File: src/rtl/fb_pkg.sv
`default_nettype none
// ============================================================================
// Module : fb_pkg
// Desc   : Shared frame-buffer geometry and arbiter state encoding.
// Rev    : 1.0
// ============================================================================
package fb_pkg;

    localparam int FB_ADDR_W = 21;
    localparam int FB_DATA_W = 24;
    localparam int FB_DEPTH  = 2073600;

    // Bit positions of the two requesters in the rr_arb2 req/gnt vectors
    localparam int ARB_WR = 0;
    localparam int ARB_RD = 1;

    typedef enum logic [0:0] {
        ARB   = 1'b0,
        CLEAR = 1'b1
    } fbarb_state_t;

endpackage : fb_pkg
`default_nettype wire

File: src/rtl/fb_port_arbiter_if.sv
`default_nettype none
// ============================================================================
// Module : fb_port_arbiter_if
// Desc   : Requester, clear-control and frame-buffer RAM signals of the arbiter.
// Rev    : 1.0
// ============================================================================
interface fb_port_arbiter_if #(
    parameter int ADDR_W = fb_pkg::FB_ADDR_W,
    parameter int DATA_W = fb_pkg::FB_DATA_W
);

    logic              clear_start;
    logic              clear_busy;

    logic              wr_req;
    logic [ADDR_W-1:0] wr_addr;
    logic [DATA_W-1:0] wr_data;
    logic              wr_gnt;

    logic              rd_req;
    logic [ADDR_W-1:0] rd_addr;
    logic              rd_gnt;
    logic [DATA_W-1:0] rd_data;
    logic              rd_valid;

    logic              mem_en;
    logic              mem_we;
    logic [ADDR_W-1:0] mem_addr;
    logic [DATA_W-1:0] mem_wdata;
    logic [DATA_W-1:0] mem_rdata;

    modport slave (
        input  clear_start,
        input  wr_req, wr_addr, wr_data,
        input  rd_req, rd_addr,
        input  mem_rdata,
        output clear_busy,
        output wr_gnt,
        output rd_gnt, rd_data, rd_valid,
        output mem_en, mem_we, mem_addr, mem_wdata
    );

    modport master (
        output clear_start,
        output wr_req, wr_addr, wr_data,
        output rd_req, rd_addr,
        output mem_rdata,
        input  clear_busy,
        input  wr_gnt,
        input  rd_gnt, rd_data, rd_valid,
        input  mem_en, mem_we, mem_addr, mem_wdata
    );

endinterface : fb_port_arbiter_if
`default_nettype wire

File: src/rtl/rr_arb2.sv
`default_nettype none
// ============================================================================
// Module : rr_arb2
// Desc   : Two-input round-robin arbiter, combinational grant, registered flag.
// Rev    : 1.0
// ============================================================================
module rr_arb2 (
    input  wire logic       clk,
    input  wire logic       rst,
    input  wire logic [1:0] req,
    output logic      [1:0] gnt
);
    import fb_pkg::*;

    // High when the read side won the most recent grant; reset favours write
    logic last_rd_q;
    logic last_rd_d;

    always_comb begin
        gnt       = 2'b00;
        last_rd_d = last_rd_q;
        case (req)
            2'b01:   gnt[ARB_WR] = 1'b1;
            2'b10:   gnt[ARB_RD] = 1'b1;
            2'b11: begin
                if (last_rd_q) gnt[ARB_WR] = 1'b1;
                else           gnt[ARB_RD] = 1'b1;
            end
            default: gnt = 2'b00;
        endcase
        if (gnt != 2'b00) begin
            last_rd_d = gnt[ARB_RD];
        end
    end

    always_ff @(posedge clk or posedge rst) begin
        if (rst) begin
            last_rd_q <= 1'b1;
        end else begin
            last_rd_q <= last_rd_d;
        end
    end

endmodule : rr_arb2
`default_nettype wire

File: src/rtl/fb_port_arbiter.sv
`default_nettype none
// ============================================================================
// Module : fb_port_arbiter
// Desc   : Single-port frame-buffer arbiter: rasterizer write, UART read, clear.
// Rev    : 1.0
// ============================================================================
module fb_port_arbiter #(
    parameter int                   FB_ADDR_W   = fb_pkg::FB_ADDR_W,
    parameter int                   FB_DATA_W   = fb_pkg::FB_DATA_W,
    parameter int                   FB_DEPTH    = fb_pkg::FB_DEPTH,
    parameter logic [FB_DATA_W-1:0] CLEAR_COLOR = '0
) (
    input  wire logic         clk,
    input  wire logic         rst,
    fb_port_arbiter_if.slave  bus
);
    import fb_pkg::*;

    localparam logic [FB_ADDR_W-1:0] C_LAST_ADDR = FB_ADDR_W'(FB_DEPTH - 1);

    fbarb_state_t           state_q;
    fbarb_state_t           state_d;
    logic [FB_ADDR_W-1:0]   clr_cnt_q;
    logic [FB_ADDR_W-1:0]   clr_cnt_d;
    logic                   rd_valid_q;
    logic [FB_DATA_W-1:0]   rd_data_q;
    logic [FB_DATA_W-1:0]   rd_data_d;

    logic                   in_arb;
    logic [1:0]             arb_req;
    logic [1:0]             arb_gnt;

    logic                   mem_en;
    logic                   mem_we;
    logic [FB_ADDR_W-1:0]   mem_addr;
    logic [FB_DATA_W-1:0]   mem_wdata;

    // Masking requests outside ARB also freezes the round-robin flag during a clear
    assign in_arb  = (state_q == ARB) && !rst;
    assign arb_req = {bus.rd_req, bus.wr_req} & {2{in_arb}};

    rr_arb2 u_rr_arb2 (
        .clk (clk),
        .rst (rst),
        .req (arb_req),
        .gnt (arb_gnt)
    );

    always_comb begin
        state_d   = state_q;
        clr_cnt_d = clr_cnt_q;
        case (state_q)
            ARB: begin
                if (bus.clear_start) begin
                    state_d   = CLEAR;
                    clr_cnt_d = '0;
                end
            end
            CLEAR: begin
                if (clr_cnt_q == C_LAST_ADDR) begin
                    state_d   = ARB;
                    clr_cnt_d = '0;
                end else begin
                    clr_cnt_d = clr_cnt_q + 1'b1;
                end
            end
            default: begin
                state_d   = ARB;
                clr_cnt_d = '0;
            end
        endcase
    end

    always_comb begin
        mem_en    = 1'b0;
        mem_we    = 1'b0;
        mem_addr  = '0;
        mem_wdata = '0;
        if (!rst) begin
            if (state_q == CLEAR) begin
                mem_en    = 1'b1;
                mem_we    = 1'b1;
                mem_addr  = clr_cnt_q;
                mem_wdata = CLEAR_COLOR;
            end else if (arb_gnt[ARB_WR]) begin
                mem_en    = 1'b1;
                mem_we    = 1'b1;
                mem_addr  = bus.wr_addr;
                mem_wdata = bus.wr_data;
            end else if (arb_gnt[ARB_RD]) begin
                mem_en    = 1'b1;
                mem_addr  = bus.rd_addr;
            end
        end
    end

    // RAM data lands one cycle after the read grant; keep the last word afterwards
    assign rd_data_d = rd_valid_q ? bus.mem_rdata : rd_data_q;

    always_ff @(posedge clk or posedge rst) begin
        if (rst) begin
            state_q    <= ARB;
            clr_cnt_q  <= '0;
            rd_valid_q <= 1'b0;
            rd_data_q  <= '0;
        end else begin
            state_q    <= state_d;
            clr_cnt_q  <= clr_cnt_d;
            rd_valid_q <= arb_gnt[ARB_RD];
            rd_data_q  <= rd_data_d;
        end
    end

    assign bus.clear_busy = (state_q == CLEAR) && !rst;
    assign bus.wr_gnt     = arb_gnt[ARB_WR];
    assign bus.rd_gnt     = arb_gnt[ARB_RD];
    assign bus.rd_valid   = rd_valid_q;
    assign bus.rd_data    = rd_data_d;
    assign bus.mem_en     = mem_en;
    assign bus.mem_we     = mem_we;
    assign bus.mem_addr   = mem_addr;
    assign bus.mem_wdata  = mem_wdata;

endmodule : fb_port_arbiter
`default_nettype wire

File: src/flat_wrapper.sv
// flat-port wrapper written by rule: the top's interface ports become plain ports
module fb_port_arbiter_flat import fb_pkg::*;
#(
    parameter int                   FB_ADDR_W   = fb_pkg::FB_ADDR_W,
    parameter int                   FB_DATA_W   = fb_pkg::FB_DATA_W,
    parameter int                   FB_DEPTH    = fb_pkg::FB_DEPTH,
    parameter logic [FB_DATA_W-1:0] CLEAR_COLOR = '0
)
  (clk, rst, bus_clear_start, bus_wr_req, bus_wr_addr, bus_wr_data, bus_rd_req, bus_rd_addr, bus_mem_rdata, bus_clear_busy, bus_wr_gnt, bus_rd_gnt, bus_rd_data, bus_rd_valid, bus_mem_en, bus_mem_we, bus_mem_addr, bus_mem_wdata);
  fb_port_arbiter_if bus_i ();
  input  wire logic clk;
  input  wire logic rst;
  input wire logic [$bits(bus_i.clear_start)-1:0] bus_clear_start;
  input wire logic [$bits(bus_i.wr_req)-1:0] bus_wr_req;
  input wire logic [$bits(bus_i.wr_addr)-1:0] bus_wr_addr;
  input wire logic [$bits(bus_i.wr_data)-1:0] bus_wr_data;
  input wire logic [$bits(bus_i.rd_req)-1:0] bus_rd_req;
  input wire logic [$bits(bus_i.rd_addr)-1:0] bus_rd_addr;
  input wire logic [$bits(bus_i.mem_rdata)-1:0] bus_mem_rdata;
  output wire logic [$bits(bus_i.clear_busy)-1:0] bus_clear_busy;
  output wire logic [$bits(bus_i.wr_gnt)-1:0] bus_wr_gnt;
  output wire logic [$bits(bus_i.rd_gnt)-1:0] bus_rd_gnt;
  output wire logic [$bits(bus_i.rd_data)-1:0] bus_rd_data;
  output wire logic [$bits(bus_i.rd_valid)-1:0] bus_rd_valid;
  output wire logic [$bits(bus_i.mem_en)-1:0] bus_mem_en;
  output wire logic [$bits(bus_i.mem_we)-1:0] bus_mem_we;
  output wire logic [$bits(bus_i.mem_addr)-1:0] bus_mem_addr;
  output wire logic [$bits(bus_i.mem_wdata)-1:0] bus_mem_wdata;
  assign bus_i.clear_start = bus_clear_start;
  assign bus_i.wr_req = bus_wr_req;
  assign bus_i.wr_addr = bus_wr_addr;
  assign bus_i.wr_data = bus_wr_data;
  assign bus_i.rd_req = bus_rd_req;
  assign bus_i.rd_addr = bus_rd_addr;
  assign bus_i.mem_rdata = bus_mem_rdata;
  assign bus_clear_busy = bus_i.clear_busy;
  assign bus_wr_gnt = bus_i.wr_gnt;
  assign bus_rd_gnt = bus_i.rd_gnt;
  assign bus_rd_data = bus_i.rd_data;
  assign bus_rd_valid = bus_i.rd_valid;
  assign bus_mem_en = bus_i.mem_en;
  assign bus_mem_we = bus_i.mem_we;
  assign bus_mem_addr = bus_i.mem_addr;
  assign bus_mem_wdata = bus_i.mem_wdata;
  fb_port_arbiter #(.FB_ADDR_W(FB_ADDR_W), .FB_DATA_W(FB_DATA_W), .FB_DEPTH(FB_DEPTH), .CLEAR_COLOR(CLEAR_COLOR)) u_core (.clk(clk), .rst(rst), .bus(bus_i));
endmodule
File: config.mk
export PLATFORM = sky130hd
export DESIGN_NAME = fb_port_arbiter_flat
export DESIGN_NICKNAME = d
export VERILOG_FILES = /design/src/rtl/fb_pkg.sv /design/src/rtl/fb_port_arbiter_if.sv /design/src/rtl/rr_arb2.sv /design/src/rtl/fb_port_arbiter.sv /design/src/flat_wrapper.sv
export SDC_FILE = /design/constraint.sdc
export NUM_CORES = 1
export LEC_CHECK = 0
export BUFFER_PORTS_ARGS = -buffer_cell sky130_fd_sc_hd__buf_2
export CORE_UTILIZATION = 40
export DETAILED_ROUTE_END_ITERATION = 8
export HOLD_SLACK_MARGIN = 0.05
export PLACE_DENSITY = 0.77
export SYNTH_ARGS = -nofsm -noshare
export SYNTH_HDL_FRONTEND = slang
export SYNTH_HIERARCHICAL = 1
export SYNTH_SLANG_ARGS = --single-unit
File: constraint.sdc
create_clock -name clk -period 2.2 [get_ports clk]
set_input_delay 0.11 -clock clk [delete_from_list [all_inputs] [get_ports clk]]
set_output_delay 0.11 -clock clk [all_outputs]
set_load 0.01 [all_outputs]
==> flow_summary.toml <==
[outcome]
status = "complete, no violations"

[synthesis]
ys_seq_elements = 48
synthCells = 299
synth_edf_count = 0
async_reset_ff_frac = 1.00
yosysSeqAreaShare = 0.417
synth_area_per_cell_um2 = 9.63
synth_ff_type = "dfrtp_1"
synth_nets = 395
synth_warnings = 6
synth_cell_types = 54
netlist_area_um2 = 2880

[drt]
wl_um = 8570
drt_iter0_markers = 222
drc = 0
vias = 3086
wire_per_inst_um = 15.0
ant_nets = 0
dr.pass1.iters = 8
vias_per_cell = 5.40

[timing]
slew_viol_final = 0
timing.slew.headroom = 0.609
rsz0062_at_grt = "true"
finalCritPeriodShare = 0.989
final_critical_path_setup_slack_ns = 0.0245
whs_ns = 0.0256
setup_viol = 0
post-route-min-period_ns = 2.18
hold_viol = 0
worst_slew_pin_slew_ns = 0.586
fmax_ghz = 0.460
finClkSkew_ns = 0.00782

[global_routing]
antenna_found_initial = 0
grt_max_degree = 48
grt_usage = 0.215
grt_pass1_vias = 2710
overflow = 0
grt_pass1_wl_um = 12900

[clocking]
path_clk_slew_ns = 0.09
clk-insertion-delay-late_ns = 0.30
clockBufferDepth = 2
cts_max_level = 2
cts_tree = "yes"
numClockSinks = 48
cts-buffers-inserted = 5
clock-root-buffer = "clkbuf_8"

[worst_setup_path]
crit_path_frequent_cell = "buf_6"
crit_path_max_incr_delay_ns = 0.40
slowest_stage = "dfrtp_1"
cp.arrival_ns = 2.07
crit_path_max_fanout = 11
crit_chain = "nor2_2, and2_4, a21boi_4, buf_6, nor4b_4, buf_6, a222oi_1, inv_1, buf_2"
worst_ep_required_time_ns = 2.09
end_kind = "primary output"
crit_type = "register to primary output"
startpoint_type = "register"
crit_buf_inv = 4
cp_top_family = "compound AO/OA/AOI/OAI gates"

[layout]
finish.utilization = 0.596
final_nets = 571
n_antenna_cell = 0
design_area_um2 = 4090
final_common_cell = "buf_2"
most-common-layout-cells = "buf_2 (168), dfrtp_1 (47), and3_1 (28)"
final_layout_size_suffix_gt1_frac = 0.513
syn_to_final_growth_pct = 42.1

[placement]
place_ws_ns = 0.0646
dp_hpwl_um = 6480
placed_cell_area_um2 = 3920
io_buffers = 169
gp_congestion = 0.833

[floorplan]
coreArea_um2 = 6870
ios = 170
dieArea_um2 = 7540
die-height_um = 86.9
dieWidth_um = 86.9
fp-row-count = 30
initial_core_util = 0.419

[job]
maxCapViolCount = 0

[power_and_ir_drop]
peakVddDrop_uv = 323
power_density_nw_per_um2 = 628
p_leak_nw = 2.30

[worst_hold_path]
hold_class = "input port to async pin"
## timing repair
action | in CTS | in global routing
pin swaps | 3 | 0
setup buffers | 2 | 0
resized for setup | 3 | 5
setup endpoints to repair | 21 | 21
hold endpoints to repair | 1 | 0
hold buffers | 1 | 0
## worst register-to-register path, cell delays in order, from the launching register on
cell and delay (ns):
dfrtp_1 0.47, ha_1 0.23, and3_1 0.37, nand3_2 0.28, o21ai_2 0.42, o311ai_0 0.19
## Yosys cell counts (5+ instances only)
library cell,number,area (µm²)
buf_2,5,25.0
a222oi_1,21,210
inv_1,25,93.8
nand3_1,10,50.1
and3_1,28,175
nand2_1,21,78.8
a21oi_1,7,35.0
nand4_1,7,43.8
o21ai_0,12,60.1
or3_1,5,31.3
nor2_1,9,33.8
and2_1,5,31.3
dfrtp_1,47,1180
o211ai_1,5,37.5
clkbuf_1,13,48.8
mux2_2,24,270
## cell type report
class / instances / area (µm²)
well taps: 96 / 120
fillers: 592 / 2780
repair buffers: 192 / 1040
inverters: 26 / 97.6
flip-flops and latches: 48 / 1200
clock inverters: 1 / 30.0
multi-input cells: 202 / 1510
clock buffers: 7 / 96.3
## state kept, by name, indices dropped and copies added (netlist names)
name and count:
u_core/bus.rd_valid 1, u_core/state_q 1, u_core/u_rr_arb2/last_rd_q 1, u_core/rd_data_q 24, u_core/clr_cnt_q 21
## final timing paths
path,from,slack (ns),depth (start not counted),endpoint
worst max-delay path,u_core/state_q$_DFF_PP0_,0.02,9,bus_mem_addr[4]
worst max register to register,u_core/clr_cnt_q[0]$_DFFE_PP0P_,0.12,5,u_core/clr_cnt_q[12]$_DFFE_PP0P_
worst min register to register,u_core/rd_data_q[12]$_DFF_PP0_,0.50,1,u_core/rd_data_q[12]$_DFF_PP0_
max in group asynchronous,rst,1.73,3,u_core/u_rr_arb2/last_rd_q$_DFFE_PP1P_
worst min-delay path,rst,0.03,3,u_core/clr_cnt_q[4]$_DFFE_PP0P_
min in group clk,bus_mem_rdata[0],0.06,2,u_core/rd_data_q[0]$_DFF_PP0_
## per-stage QoR
stage	setup TNS [ns]	instances	power, mW
after global routing	-0.159	572	2.72
final	0	572	2.57
after floorplan	0	299	1.59
after global placement	0	561	1.85
after detailed placement	0	561	1.88
after CTS	-0.0330	572	2.58
## logic make-up (layout without fill, tap and decap cells)
family,count (synthesis),in the layout,share of synthesized area
XOR/XNOR,3,3,0.00912
multiplexers,24,24,0.0938
AND/OR/NAND/NOR,109,109,0.225
AO/OA/AOI/OAI,65,65,0.176
buffers and inverters,49,226,0.0751
adder cells (fa/ha/maj),1,1,0.00434
flip-flops,48,48,0.417
## metal layers
layer	track usage	part of all wire	routed length, µm
met2	0.368	0.49	4220
met3	0.0531	0.084	719
met5	0	0	0
met4	0.0682	0.013	108
met1	0.266	0.41	3520
## power by group
part           internal (mW)  switching [mW]
Combinational          0.349           0.344
Clock                  0.401           0.287
Sequential              1.02           0.171
No activity file was read; power rests on OpenSTA's default activity.
